===== src/rtl/tnn_stream_classifier.sv =====
`default_nettype none
// tnn_stream_classifier: streaming ternary-weight neural classifier. It takes one feature
// per beat, keeps N_HID signed accumulators, thresholds them and then takes a popcount vote.
module tnn_stream_classifier #(
  parameter int FEAT_W = 2,
  parameter int N_FEAT = 4,
  parameter int N_HID  = 4,
  parameter int ACC_W  = FEAT_W + $clog2(N_FEAT) + 2,
  parameter logic [N_HID*N_FEAT*2-1:0] W_TERN = '0,
  parameter logic [N_HID*ACC_W-1:0]    THR    = '0,
  parameter int OUT_THR = 1
) (
  input  logic              clk,
  input  logic              rst_n,
  input  logic              in_valid,
  output logic              in_ready,
  input  logic [FEAT_W-1:0] in_data,
  input  logic              in_last,
  output logic              out_valid,
  input  logic              out_ready,
  output logic              out_class,
  output logic [N_HID-1:0]  out_hid,
  output logic              err
);

  localparam int CNT_W = $clog2(N_FEAT);
  localparam int POP_W = $clog2(N_HID + 1);
  localparam logic [CNT_W-1:0] LAST_IDX = CNT_W'(N_FEAT - 1);

  typedef enum logic [1:0] {
    ST_ACC  = 2'd0,
    ST_EVAL = 2'd1,
    ST_POP  = 2'd2,
    ST_OUT  = 2'd3
  } state_t;

  state_t                   state, state_nxt;
  logic [CNT_W-1:0]         cnt;
  logic signed [ACC_W-1:0]  acc     [N_HID];
  logic signed [ACC_W-1:0]  acc_nxt [N_HID];
  logic signed [ACC_W-1:0]  feat_ext;
  logic [N_HID-1:0]         hid_nxt;
  logic [POP_W-1:0]         pop;
  logic                     class_nxt;
  logic                     take, is_final, frame_end, frame_err, out_take;

  assign take      = in_valid & in_ready & (state == ST_ACC);
  assign is_final  = (cnt == LAST_IDX);
  assign frame_end = take & in_last & is_final;
  // A frame is bad when in_last is set on any beat other than the last one, or when it is missing on the last beat.
  assign frame_err = take & (in_last ^ is_final);
  assign out_take  = (state == ST_OUT) & out_ready;
  assign feat_ext  = {{(ACC_W-FEAT_W){1'b0}}, in_data};

  always_comb begin
    for (int h = 0; h < N_HID; h++) begin
      acc_nxt[h] = acc[h];
      case (W_TERN[(h*N_FEAT + int'(cnt))*2 +: 2])
        2'b01:   acc_nxt[h] = acc[h] + feat_ext;
        2'b11:   acc_nxt[h] = acc[h] - feat_ext;
        default: acc_nxt[h] = acc[h];
      endcase
    end
  end

  always_comb begin
    hid_nxt = '0;
    for (int h = 0; h < N_HID; h++)
      hid_nxt[h] = (acc[h] >= $signed(THR[h*ACC_W +: ACC_W]));
  end

  always_comb begin
    pop = '0;
    for (int h = 0; h < N_HID; h++)
      pop = pop + POP_W'(out_hid[h]);
    class_nxt = (int'(pop) >= OUT_THR);
  end

  always_comb begin
    state_nxt = state;
    case (state)
      ST_ACC:  if (frame_end) state_nxt = ST_EVAL;
      ST_EVAL: state_nxt = ST_POP;
      ST_POP:  state_nxt = ST_OUT;
      ST_OUT:  if (out_ready) state_nxt = ST_ACC;
      default: state_nxt = ST_ACC;
    endcase
  end

  always_ff @(posedge clk or negedge rst_n) begin
    if (!rst_n) state <= ST_ACC;
    else        state <= state_nxt;
  end

  // The handshake flags are registered copies of the next state, so each one changes on the same edge as the state.
  always_ff @(posedge clk or negedge rst_n) begin
    if (!rst_n) begin
      cnt       <= '0;
      in_ready  <= 1'b0;
      out_valid <= 1'b0;
      out_class <= 1'b0;
      out_hid   <= '0;
      err       <= 1'b0;
      for (int h = 0; h < N_HID; h++) acc[h] <= '0;
    end else begin
      in_ready  <= (state_nxt == ST_ACC);
      out_valid <= (state_nxt == ST_OUT);
      err       <= frame_err;
      if (frame_err || out_take) begin
        cnt <= '0;
        for (int h = 0; h < N_HID; h++) acc[h] <= '0;
      end else if (take) begin
        cnt <= frame_end ? '0 : cnt + CNT_W'(1);
        for (int h = 0; h < N_HID; h++) acc[h] <= acc_nxt[h];
      end
      if (state == ST_EVAL) out_hid   <= hid_nxt;
      if (state == ST_POP)  out_class <= class_nxt;
    end
  end

endmodule
`default_nettype wire


===== config.mk =====
export PLATFORM = sky130hd
export DESIGN_NAME = tnn_stream_classifier
export DESIGN_NICKNAME = d
export VERILOG_FILES = /design/src/rtl/tnn_stream_classifier.sv
export SDC_FILE = /design/constraint.sdc
export NUM_CORES = 1
export LEC_CHECK = 0
export CORE_MARGIN = 4
export CORE_UTILIZATION = 48
export CTS_CLUSTER_DIAMETER = 100
export DETAILED_ROUTE_END_ITERATION = 16
export PLACE_DENSITY = 0.76
export SLEW_MARGIN = 10
export SYNTH_ARGS = -nofsm -noshare
export SYNTH_HDL_FRONTEND = slang
export SYNTH_SLANG_ARGS = --single-unit

===== constraint.sdc =====
create_clock -name clk -period 2.9 [get_ports clk]
set_clock_uncertainty 0.15 [all_clocks]
set_input_delay 0.58 -clock clk [delete_from_list [all_inputs] [get_ports clk]]
set_output_delay 0.58 -clock clk [all_outputs]
set_load 0.005 [all_outputs]

==> results.toml <==
[logic_synthesis]
synth_adder_area_share_pct = 9.71
synth-simple-area-share_pct = 14.9
synth_top_area_cell = "dfrtp_1"
synthMuxAreaShare_pct = 2.77
synth-seq-area-share_pct = 55.5
synth_area_sq_um = 722
synth_area_leaders = "dfrtp_1 55%, ha_1 6.9%, and2_1 4.3%"
syn_inst = 63
synth.distinct_cells = 21
synth_xor_area_share_pct = 2.25
synth_top_area_share_pct = 55.5
synth_seq_cells = 16
yosys_warnings = 0
synth_nets = 75
syn_avg_cell_area_sq_um = 11.5
synth_compound_area_share_pct = 9.01
synth_top_family_by_area = "simple AND/OR/NAND/NOR gates"

[detailed_routing]
drcViolationCount = 0
wl_met2_um = 509
wl_met1_um = 491
postRouteAntennaNets = 0
vias = 453
drt_iter0_drc = 2
drt-pass1-iter-count = 2
routed.top_layer = "met4"
wire_per_inst_um = 11.8
drt-total-wl_um = 1080
met3_length_um = 52
via_per_inst = 4.98

[run]
drv_cap = 0

[floorplanning]
die_area_sq_um = 2190
start_util_pct = 52.8
die_h_um = 46.8
placementRows = 13
die_x_um = 46.8
ioPinCount = 15
core_area_sq_um = 1370

[sta]
fmax_mhz = 510
period_minus_slack_ns = 1.96
finalSetupTns_ns = 0
rsz0062_at_grt = "false"
report.final.slew_viol_count = 0
worst_pin_slew_ns = 0.684
hold_viol_final = 0
maxSlewHeadroom_pct = 54.3
setup_violations = 0
post-route-period-util_pct = 67.6
holdWs_ns = 0.308

[clocking]
cts_tree = "built"
clk_pin_slew_ns = 0.09
htree_levels = 1
post_cts_buffers = 0
clockBufferDepth = 2
cts_resized = 0
cts.root.buffer_cell = "clkbuf_4"
cts.sinks = 16
ctsHoldBuffers = 0
clk_latency_ns = 0.29
cts_made_buffers = 3

[finish]
num_antenna_cells = 0
drive_gt1_share_pct = 9.21
nets = 90
synthToLayoutAreaGrowth_pct = 20.6
final_core_util_pct = 63.7
fin_area_sq_um = 871

[placed_design]
gp_congestion = 0.721
io_buffers = 12
placed_area_sq_um = 848
dp_hpwl_um = 829

[critical_path]
cp-start-kind = "flop"
crit_path_end_kind = "flop"
required_ns = 2.96
cpMostUsedCell = "inv_1"
crit_chain = "inv_1 > fa_1 > inv_1 > ha_1 > inv_1 > ha_1 > nor2_1 > nand2_1 > a31oi_1"
critPathKind = "reg -> reg"
critPathMaxFanout = 3
cpPeakStageDelay_ns = 0.53
cp.arrival_ns = 2.02
cp_num_buf_inv = 3
cp_top_family = "adder cells"
worst_path_max_delay_cell = "fa_1"

[pwr]
p_leak_nw = 0.422
ir_drop_mv = 0.378
power_density_nw_per_um2 = 929

[grt]
overflow = 0
grt_start_max_net_pins = 17
grt_first_pass_wirelength_um = 1930
grt_pass1_vias = 484
antenna_found_initial = 0
grtUsageTotal_pct = 12.8

[status]
status = "finished clean"

[worst_hold_path]
hold_class = "reg -> reg"
## registers in the layout, indices dropped and copies added, names as in the netlist
register and flops:
out_class 1, in_ready 1, cnt 2, state 2, out_valid 1, acc 4
err 1, out_hid 4
## cell usage after synthesis, drive strengths merged
cell	instances
a21oi	1
a21boi	1
dfrtp	16
nand2	5
inv	6
xor2	1
o21ai	4
nor2b	1
nor2	5
mux2i	2
and3	1
nand2b	1
a31oi	2
fa	1
nor4bb	1
and2	5
a31o	1
nor3	2
ha	4
buf	3
## path summary, 6_finish.rpt
kind                                 start         end  slack, ns  cells after the start
min in group asynchronous            rst_n   out_valid       0.55                      1
worst min-delay path               acc[17]  out_hid[1]       0.31                      1
worst max-delay path            out_hid[0]   out_class       0.94                      9
max in group asynchronous            rst_n  out_hid[1]       1.61                      1
worst max register to register  out_hid[0]   out_class       0.94                      9
worst min register to register     acc[17]  out_hid[1]       0.31                      1
## kinds of logic after synthesis
logic type,Yosys count
and+or+nand+nor,21
DFF,16
AOI/OAI and AO/OA,9
buffers and inverters,9
adders and majority gates,5
muxes,2
xor gates and xnor gates,1
## through the flow
step                      std cells  power, mW  setup slack, ns
after floorplan                  63      0.560            0.992
after global placement           88      0.696            0.916
after detailed placement         88      0.710            0.917
after CTS                        91      0.825            0.912
after global routing             91      0.901            0.744
final                            91      0.809            0.940
## power breakdown
group / leakage, nW / total, mW / internal, mW / switching (mW)
clock: 0.0138 / 0.115 / 0.0483 / 0.0663
combinational: 0.208 / 0.357 / 0.195 / 0.162
sequential: 0.200 / 0.338 / 0.290 / 0.0475
## cells in the final DEF (no fill, tap or decap)
cell type and instances:
nor2_1 5, a31oi_1 2, ha_1 4, mux2i_1 2
o21ai_0 4, nor2b_1 1, nand2b_1 1, a21oi_4 1
a31o_2 1, nand2_1 5, clkbuf_4 3, inv_1 6
buf_4 1, and3_1 1, nor3_1 2, and2_1 5
xor2_2 1, a21boi_0 1, clkdlybuf4s50_1 12, nor4bb_1 1
dfrtp_1 16, fa_1 1
## area by class of cell
type	instances	area [sq um]
clock buffer	3	22.5
fill	114	495
inverter	6	22.5
multi-input combinational	38	279
sequential	16	400
tap	15	18.8
timing repair buffer	13	128
## layer usage
layer	track usage, %	vias up
li1	-	233
met1	15.6	210
met2	19.8	8
met3	2.68	2
met4	9.94	0
met5	0	-
(Power assumes the default switching activity.)
